`src/rtl/mem_stage.sv`:
```
// MEM stage of the five-stage MIPS pipeline: waits for data-SRAM responses,
// extracts/merges load data, and forwards results to WB and EX.
module mem_stage #(
  parameter int unsigned ES_TO_MS_BUS_WD = 163,
  parameter int unsigned MS_TO_WS_BUS_WD = 124
) (
  input  logic                       clk,
  input  logic                       resetn,
  output logic                       ms_allowin,
  input  logic                       es_to_ms_valid,
  input  logic [ES_TO_MS_BUS_WD-1:0] es_to_ms_bus,
  input  logic                       ws_allowin,
  output logic                       ms_to_ws_valid,
  output logic [MS_TO_WS_BUS_WD-1:0] ms_to_ws_bus,
  input  logic                       data_sram_data_ok,
  input  logic [31:0]                data_sram_rdata,
  input  logic                       flush,
  output logic [4:0]                 ms_fwd_dest,
  output logic [31:0]                ms_fwd_data,
  output logic                       ms_fwd_blocked,
  output logic                       ms_ex_o
);

  localparam logic [2:0] LD_LW  = 3'd0;
  localparam logic [2:0] LD_LB  = 3'd1;
  localparam logic [2:0] LD_LBU = 3'd2;
  localparam logic [2:0] LD_LH  = 3'd3;
  localparam logic [2:0] LD_LHU = 3'd4;
  localparam logic [2:0] LD_LWL = 3'd5;
  localparam logic [2:0] LD_LWR = 3'd6;

  typedef struct packed {
    logic [4:0]  excode;
    logic [31:0] badvaddr;
    logic [7:0]  cp0_addr;
    logic        ex;
    logic        bd;
    logic        eret;
    logic        syscall;
    logic        mfc0;
    logic        mtc0;
    logic        req_issued;
    logic        load_op;
    logic [2:0]  load_type;
    logic [1:0]  addr_low;
    logic [31:0] rt_value;
    logic [3:0]  gr_strb;
    logic [4:0]  dest;
    logic [31:0] result;
    logic [31:0] pc;
  } es_bus_t;

  typedef struct packed {
    logic [4:0]  excode;
    logic [31:0] badvaddr;
    logic [7:0]  cp0_addr;
    logic        ex;
    logic        bd;
    logic        eret;
    logic        syscall;
    logic        mfc0;
    logic        mtc0;
    logic [3:0]  gr_strb;
    logic [4:0]  dest;
    logic [31:0] final_result;
    logic [31:0] pc;
  } ms_bus_t;

  logic        ms_valid;
  es_bus_t     es_to_ms_bus_r;
  logic        buf_valid;
  logic [31:0] buf_data;
  logic        discard;

  logic        resp_ok;
  logic        ms_ready_go;
  logic        ms_leave;
  logic [31:0] load_data;
  logic [7:0]  byte_sel;
  logic [15:0] half_sel;
  logic [31:0] load_result;
  logic [31:0] final_result;
  logic [3:0]  final_strb;
  ms_bus_t     ws_bus;

  // A response owed to a flushed instruction is swallowed, not consumed.
  assign resp_ok        = data_sram_data_ok & ~discard;
  assign ms_ready_go    = es_to_ms_bus_r.ex | ~es_to_ms_bus_r.req_issued | buf_valid | resp_ok;
  assign ms_allowin     = resetn & (~ms_valid | (ms_ready_go & ws_allowin));
  assign ms_leave       = ms_valid & ms_ready_go & ws_allowin;
  assign ms_to_ws_valid = ms_valid & ms_ready_go & ~flush;
  assign load_data      = buf_valid ? buf_data : data_sram_rdata;

  // Byte/half lane selection and lwl/lwr merge with the old rt value.
  always_comb begin
    byte_sel    = 8'h00;
    half_sel    = 16'h0000;
    load_result = load_data;
    case (es_to_ms_bus_r.addr_low)
      2'd0:    byte_sel = load_data[7:0];
      2'd1:    byte_sel = load_data[15:8];
      2'd2:    byte_sel = load_data[23:16];
      default: byte_sel = load_data[31:24];
    endcase
    half_sel = es_to_ms_bus_r.addr_low[1] ? load_data[31:16] : load_data[15:0];
    case (es_to_ms_bus_r.load_type)
      LD_LB:  load_result = {{24{byte_sel[7]}}, byte_sel};
      LD_LBU: load_result = {24'h000000, byte_sel};
      LD_LH:  load_result = {{16{half_sel[15]}}, half_sel};
      LD_LHU: load_result = {16'h0000, half_sel};
      LD_LWL: begin
        case (es_to_ms_bus_r.addr_low)
          2'd0:    load_result = {load_data[7:0], es_to_ms_bus_r.rt_value[23:0]};
          2'd1:    load_result = {load_data[15:0], es_to_ms_bus_r.rt_value[15:0]};
          2'd2:    load_result = {load_data[23:0], es_to_ms_bus_r.rt_value[7:0]};
          default: load_result = load_data;
        endcase
      end
      LD_LWR: begin
        case (es_to_ms_bus_r.addr_low)
          2'd0:    load_result = load_data;
          2'd1:    load_result = {es_to_ms_bus_r.rt_value[31:24], load_data[31:8]};
          2'd2:    load_result = {es_to_ms_bus_r.rt_value[31:16], load_data[31:16]};
          default: load_result = {es_to_ms_bus_r.rt_value[31:8], load_data[31:24]};
        endcase
      end
      default: load_result = load_data;
    endcase
  end

  // Partial-word loads only write the bytes they merge; exceptions write nothing.
  always_comb begin
    final_strb = es_to_ms_bus_r.gr_strb;
    if (es_to_ms_bus_r.load_op && es_to_ms_bus_r.load_type == LD_LWL) begin
      case (es_to_ms_bus_r.addr_low)
        2'd0:    final_strb = 4'b1000;
        2'd1:    final_strb = 4'b1100;
        2'd2:    final_strb = 4'b1110;
        default: final_strb = 4'b1111;
      endcase
    end else if (es_to_ms_bus_r.load_op && es_to_ms_bus_r.load_type == LD_LWR) begin
      case (es_to_ms_bus_r.addr_low)
        2'd0:    final_strb = 4'b1111;
        2'd1:    final_strb = 4'b0111;
        2'd2:    final_strb = 4'b0011;
        default: final_strb = 4'b0001;
      endcase
    end
    if (es_to_ms_bus_r.ex) begin
      final_strb = 4'b0000;
    end
  end

  assign final_result = es_to_ms_bus_r.load_op ? load_result : es_to_ms_bus_r.result;

  always_comb begin
    ws_bus              = '0;
    ws_bus.excode       = es_to_ms_bus_r.excode;
    ws_bus.badvaddr     = es_to_ms_bus_r.badvaddr;
    ws_bus.cp0_addr     = es_to_ms_bus_r.cp0_addr;
    ws_bus.ex           = es_to_ms_bus_r.ex;
    ws_bus.bd           = es_to_ms_bus_r.bd;
    ws_bus.eret         = es_to_ms_bus_r.eret;
    ws_bus.syscall      = es_to_ms_bus_r.syscall;
    ws_bus.mfc0         = es_to_ms_bus_r.mfc0;
    ws_bus.mtc0         = es_to_ms_bus_r.mtc0;
    ws_bus.gr_strb      = final_strb;
    ws_bus.dest         = es_to_ms_bus_r.dest;
    ws_bus.final_result = final_result;
    ws_bus.pc           = es_to_ms_bus_r.pc;
  end

  assign ms_to_ws_bus   = MS_TO_WS_BUS_WD'(ws_bus);
  assign ms_fwd_dest    = (ms_valid && es_to_ms_bus_r.gr_strb != 4'b0000) ? es_to_ms_bus_r.dest : 5'd0;
  assign ms_fwd_data    = final_result;
  assign ms_fwd_blocked = ms_valid & (es_to_ms_bus_r.mfc0 |
                          (es_to_ms_bus_r.req_issued & es_to_ms_bus_r.load_op & ~ms_ready_go));
  assign ms_ex_o        = ms_valid & (es_to_ms_bus_r.ex | es_to_ms_bus_r.eret);

  always_ff @(posedge clk or negedge resetn) begin
    if (!resetn) begin
      ms_valid       <= 1'b0;
      es_to_ms_bus_r <= '0;
      buf_valid      <= 1'b0;
      buf_data       <= 32'h0;
      discard        <= 1'b0;
    end else begin
      if (flush) begin
        ms_valid <= 1'b0;
      end else if (ms_allowin) begin
        ms_valid <= es_to_ms_valid;
      end
      if (!flush && ms_allowin && es_to_ms_valid) begin
        es_to_ms_bus_r <= es_bus_t'(es_to_ms_bus);
      end

      // Hold a response that arrived while WB was not accepting.
      if (flush || ms_leave) begin
        buf_valid <= 1'b0;
      end else if (resp_ok && ms_valid && !buf_valid) begin
        buf_valid <= 1'b1;
        buf_data  <= data_sram_rdata;
      end

      // Flushed instruction still has a response in flight: swallow the next one.
      if (flush && ms_valid && es_to_ms_bus_r.req_issued && !buf_valid && !resp_ok) begin
        discard <= 1'b1;
      end else if (data_sram_data_ok && discard) begin
        discard <= 1'b0;
      end
    end
  end

endmodule

```
`config.mk`:
```
export PLATFORM = sky130hd
export DESIGN_NAME = mem_stage
export DESIGN_NICKNAME = d
export VERILOG_FILES = /design/src/rtl/mem_stage.sv
export SDC_FILE = /design/constraint.sdc
export NUM_CORES = 1
export LEC_CHECK = 0
export BUFFER_PORTS_ARGS = -buffer_cell sky130_fd_sc_hd__buf_2
export CAP_MARGIN = 0
export CORE_MARGIN = 1
export CORE_UTILIZATION = 48
export CTS_BUF_LIST = sky130_fd_sc_hd__clkbuf_2
export DETAILED_ROUTE_END_ITERATION = 8
export GPL_ROUTABILITY_DRIVEN = 0
export PLACE_DENSITY = 0.79
export SYNTH_ARGS = -nofsm -noshare
export SYNTH_HDL_FRONTEND = slang
export SYNTH_SLANG_ARGS = --single-unit
```
`constraint.sdc`:
```
create_clock -name clk -period 2.05 [get_ports clk]
set_input_delay 0 -clock clk [delete_from_list [all_inputs] [get_ports clk]]
set_output_delay 0 -clock clk [all_outputs]
set_load 0.005 [all_outputs]
```
==> qor.csv, run 1 <==
stage,metric,value,unit
placed_design,IO buf count,365,
logic_synthesis,YS warnings,0,
logic_synthesis,Post-Synth XOR/XNOR Area,0,%
placed_design,HPWL after DPL,28300,µm
clocking,cts repair resizes,110,
clocking,Clock Sinks,198,
logic_synthesis,Compound-Gate Fraction of Synth Area,10.5,%
floorplan,die width,157,µm
floorplan,cell row count,56,
floorplan,Vert. Die Dim,157,µm
clocking,CTS root buffer,clkbuf_2,
logic_synthesis,Synth Instances,997,
clocking,clock buffer depth,2,
run_status,Fail Step,clock tree synthesis,
placed_design,placed cell count,1599,
clocking,TritonCTS Buffers,17,
clocking,post-CTS setup buffer count,31,
logic_synthesis,Syn Std Cell Area,11500,µm²
logic_synthesis,Synth Register Bits,198,
logic_synthesis,Synth Area in Adders,0,%
clocking,Hold Buf Count CTS,336,
floorplan,IO Pins,366,
run_status,status,did not finish,
logic_synthesis,"Distinct cells, synth",49,
logic_synthesis,sequential fraction of the synthesis area,43.2,%
logic_synthesis,Post-Synth Simple-Gate Area,5.95,%
logic_synthesis,largest family of logic cells by synthesized area,multiplexers,
clocking,CTS H-Tree Depth,4,
floorplan,Initial Utilization,48.9,%
logic_synthesis,syn nets,1198,
logic_synthesis,mux cell area share after synthesis,29.3,%
logic_synthesis,syn_area_per_cell,11.5,µm²
run_status,error msg,[ERROR RSZ-0060] Max buffer count reached.,
synthesized netlist by cell type (all sizes together):
library cell  count  area, µm²
a211oi           19        143
a21boi            2       18.8
a21oi            43        215
a221o             7       70.1
a221oi            8        120
a22oi             2       15.0
a2bb2oi           2       17.5
a311oi            2       17.5
a31o              1       8.76
a31oi            10       62.6
a32o              6       60.1
a41oi             1       8.76
and2              6       37.5
and3              2       12.5
and3b             1       8.76
buf             162       1140
clkbuf           26       97.6
clkinv            1       3.75
dfrtp           198       4950
inv               8       30.0
mux2            234       2640
mux2i            32        320
mux4             18        405
nand2            43        161
nand2b           15       93.8
nand3             3       15.0
nand3b            3       22.5
nor2             55        214
nor2b             5       31.3
nor3             16       80.1
o211ai            7       66.3
o21a             10       75.1
o21ai            16       80.1
o221ai            2       17.5
o22a              2       17.5
o22ai            20        125
o2bb2ai           6       52.6
o31ai             1       7.51
o41a              1       11.3
or2               1       6.26
cell families after synthesis:
logic type | Yosys count
simple gates | 150
flops | 198
mux | 284
buf+inv | 197
compound gates | 168
through the flow:
stage          setup TNS (ns)  area (µm²)  worst slack (ns)
2_1_floorplan               0       11500           0.00189
3_5_place_dp           -26.45       13500            -0.427
3_3_place_gp           -18.03       13500            -0.390
==> run 2, diff against run 1 <==
--- a/config.mk
+++ b/config.mk
@@ -8,11 +8,10 @@
 export BUFFER_PORTS_ARGS = -buffer_cell sky130_fd_sc_hd__buf_2
 export CAP_MARGIN = 0
 export CORE_MARGIN = 1
-export CORE_UTILIZATION = 48
-export CTS_BUF_LIST = sky130_fd_sc_hd__clkbuf_2
+export CORE_UTILIZATION = 40
 export DETAILED_ROUTE_END_ITERATION = 8
 export GPL_ROUTABILITY_DRIVEN = 0
-export PLACE_DENSITY = 0.79
+export PLACE_DENSITY_LB_ADDON = 0.15
 export SYNTH_ARGS = -nofsm -noshare
 export SYNTH_HDL_FRONTEND = slang
 export SYNTH_SLANG_ARGS = --single-unit
==> constraint.sdc (replaced) <==
create_clock -name clk -period 2.65 [get_ports clk]
set_input_delay 0 -clock clk [delete_from_list [all_inputs] [get_ports clk]]
set_output_delay 0 -clock clk [all_outputs]
set_load 0.005 [all_outputs]
==> qor.csv, run 2 <==
stage,metric,value,unit
detailed_routing,wire length per cell,20.4,µm
layout,Area Growth Syn to Fin,41.4,%
layout,"leading cell type in the layout, fill and taps excluded",buf_2,
layout,max reg flops,88,
worst_setup_path,r2r setup slk,0.18,ns
worst_setup_path,CP max stage delay,0.55,ns
layout,Final Util,57.9,%
power_and_ir_drop,Switch Pwr,4.01,mW
global_routing,vias in the first global route,9950,
run_status,status,finished with violations,
detailed_routing,DRT Pass-1 Iters,5,
timing,FMAX,351,MHz
global_routing,met2 Track Usage GR,44.3,%
layout,final instance area,16200,µm²
timing,fin crit period,2.85,ns
floorplan,Die ar.,29400,µm²
power_and_ir_drop,combinational share of power,39.6,%
worst_setup_path,CP Cell Sequence,buf_12 > mux2i_4 > mux4_2 > o211ai_4 > buf_12 > nor2_4 > a221oi_4 > buf_2,
power_and_ir_drop,internal power,7.33,mW
worst_setup_path,CP Capture Type,primary output,
clocking,CTS H-Tree Depth,4,
global_routing,met3 usage,6.97,%
run_status,failing checks,negative setup slack,
floorplan,cell row count,61,
power_and_ir_drop,P_leak,7.21,nW
worst_setup_path,top cell family by delay on the critical path,multiplexers,
layout,fill cell count,2441,
logic_synthesis,Synth Register Bits,198,
timing,Setup Viol. Count Final,52,
logic_synthesis,largest area contributor in the netlist,dfrtp_1,
global_routing,met1 Usage GRT,32.3,%
timing,"Hold Vio Cnt, Final",0,
worst_setup_path,reg2reg start,buf_valid$_DFFE_PN0P_,
logic_synthesis,Synth Area in Adders,0,%
global_routing,GRT Max-Usage Layer,met2,
detailed_routing,DRT Wirelength,37700,µm
worst_setup_path,critical path required time,2.65,ns
power_and_ir_drop,power per cell area,698,nW/µm²
layout,Final Non-Filler Cells,1849,
global_routing,initial antenna violation count,0,
worst_setup_path,critical path startpoint category,flip-flop,
power_and_ir_drop,part of the power in registers,36.5,%
logic_synthesis,syn_area_per_cell,11.5,µm²
detailed_routing,DRC viols,0,
detailed_routing,via count,9645,
logic_synthesis,YS warnings,0,
power_and_ir_drop,Worst VDD drop,0.480,mV
logic_synthesis,Synth Instances,997,
logic_synthesis,synth cell count leaders,"dfrtp_1, mux2_2, buf_4",
timing,period utilisation layout,107,%
timing,Final Skew,0.0125,ns
timing,Pins Over Slew Limit,0,
floorplan,Vert. Die Dim,171,µm
worst_setup_path,crit path max fanout,6,
clocking,clock buffer depth,2,
logic_synthesis,Compound-Gate Fraction of Synth Area,10.5,%
logic_synthesis,Post-synth EDFFs,0,
logic_synthesis,Post-Synth XOR/XNOR Area,0,%
layout,"leading cell types in the layout, fill and taps excluded","buf_2, dlygate4sd3_1, dfrtp_1",
global_routing,largest net degree at the start of global routing,122,
layout,FF/Latch Area,4960,µm²
clocking,clk_lat worst skew,0.45,ns
logic_synthesis,"count leader, synth",dfrtp_1,
floorplan,IO Pins,366,
logic_synthesis,sequential fraction of the synthesis area,43.2,%
logic_synthesis,Yosys top cell area share,43.2,%
clocking,Clock Sinks,198,
clocking,TritonCTS Buffers,17,
clocking,CTS tree,done,
power_and_ir_drop,Clock Power Share,23.9,%
flow_run,max cap viols,0,
logic_synthesis,largest family of logic cells by synthesized area,multiplexers,
detailed_routing,vias per cell,5.22,
worst_setup_path,WS Path Type,flip-flop to primary output,
timing,RSZ-0062 raised after global routing,true,
placed_design,HPWL after DPL,26800,µm
timing,Worst slew margin,45.2,%
placed_design,placed cell count,1601,
logic_synthesis,Main synth FF type,dfrtp_1,
floorplan,CORE AREA,28000,µm²
clocking,CTS root buffer,clkbuf_16,
floorplan,Initial Utilization,41.0,%
layout,n_diodes,0,
worst_setup_path,CP bufs+invs,3,
floorplan,die width,171,µm
placed_design,IO buf count,365,
detailed_routing,drt initial violations,725,
worst_setup_path,slowest library cell on the worst path,mux4_2,
power_and_ir_drop,Switching Share,35.4,%
logic_synthesis,Syn Std Cell Area,11500,µm²
layout,number of nets in the layout,1659,
logic_synthesis,Synth area leaders,"dfrtp_1, mux2_2, buf_4",
logic_synthesis,mux cell area share after synthesis,29.3,%
worst_setup_path,crit-path most repeated cell,buf_12,
global_routing,first-pass GRT wire length,57100,µm
worst_setup_path,worst reg2reg path depth,9,
logic_synthesis,ys async rst share,100,%
detailed_routing,Antenna Nets Post-Route,0,
layout,layout cell share with drive strength beyond 1,48.6,%
worst_setup_path,reg2reg end,es_to_ms_bus_r[102]$_DFFE_PN0P_,
worst_setup_path,CP Data Arrival Time,2.85,ns
global_routing,GR Overflow Total,0,
min_path,Worst Hold Class,primary input to async pin,
power_and_ir_drop,Pwr Total,11.3,mW
timing,Slew @ Worst Pin,0.821,ns
logic_synthesis,"Distinct cells, synth",49,
logic_synthesis,syn nets,1198,
global_routing,Total GRT Usage,26.2,%
clocking,clock-pin slew on the worst setup and hold paths,0.08,ns
logic_synthesis,Post-Synth Simple-Gate Area,5.95,%
timing,slack of the critical path,-0.198,ns
placed_design,Post-DP Area,13000,µm²
layout,multi-input combinational cell area,5660,µm²
-- run 2: through the flow --
stage | setup TNS (ns) | hold WS [ns] | worst slack [ns]
floorplan | 0 | -0.296 | 0.579
global placement | 0 | -0.129 | 0.0110
detailed placement | 0 | -0.124 | 0.0197
CTS | -5.10 | 0.222 | -0.180
global route | -10.32 | 0.247 | -0.285
finish | -6.04 | 0.228 | -0.198
-- run 2: layer usage --
layer  vias up  share of wire [%]
met5         -                  0
met4         0                2.5
met3        54                7.6
met2       434                 49
met1      4745                 41
li1       4412                  -
-- run 2: worst max path at each step --
stage / from / to / slack [ns] / depth (start not counted)
after floorplan: es_to_ms_bus_r[106]$_DFFE_PN0P_ / ms_to_ws_bus[56] / 0.58 / 7
after global placement: buf_valid$_DFFE_PN0P_ / ms_to_ws_bus[51] / 0.01 / 6
after detailed placement: buf_valid$_DFFE_PN0P_ / ms_to_ws_bus[51] / 0.02 / 6
after CTS: buf_valid$_DFFE_PN0P_ / ms_to_ws_bus[62] / -0.18 / 8
after global routing: buf_valid$_DFFE_PN0P_ / ms_fwd_data[28] / -0.28 / 8
final: buf_valid$_DFFE_PN0P_ / ms_to_ws_bus[61] / -0.20 / 8
-- run 2: repair_timing --
item	CTS	global route
gates cloned	2	0
endpoints found under the setup margin	64	67
pin swaps	11	10
resized for setup	44	43
hold endpoints to repair	396	0
hold buffers	202	0
setup buffers	7	6
-- run 2: cell families after synthesis --
| group | count (synthesis) |
|---|---|
| buffers and inverters | 197 |
| AND/OR/NAND/NOR | 150 |
| AO/OA/AOI/OAI | 168 |
| multiplexers | 284 |
| flip-flops | 198 |
-- run 2: cell type report --
type / count / area share, %
Clock buffer: 19 / 2.79
Clock inverter: 13 / 0.956
Inverter: 9 / 0.231
Multi-Input combinational cell: 603 / 34.9
Sequential cell: 198 / 30.6
Tap cell: 378 / 2.91
Timing Repair Buffer: 629 / 27.7
-- run 2: power groups by stage --
stage	clock network (mW)	registers, mW	logic, mW
floorplan	0	3.97	2.81
global placement	0	4.16	3.71
detailed placement	0	4.17	3.73
CTS	2.77	4.12	4.29
global route	2.88	4.22	4.86
finish	2.70	4.14	4.49
-- run 2: worst register-to-register path, cell delays in order (launching register included) --
cell      delay, ns
dfrtp_4        0.44
buf_12         0.13
buf_4          0.20
nor2_1         0.08
a31o_1         0.24
a21boi_2       0.23
and3b_4        0.27
buf_12         0.18
buf_12         0.22
mux2_2         0.36
Power figures use the tool's default switching activity.
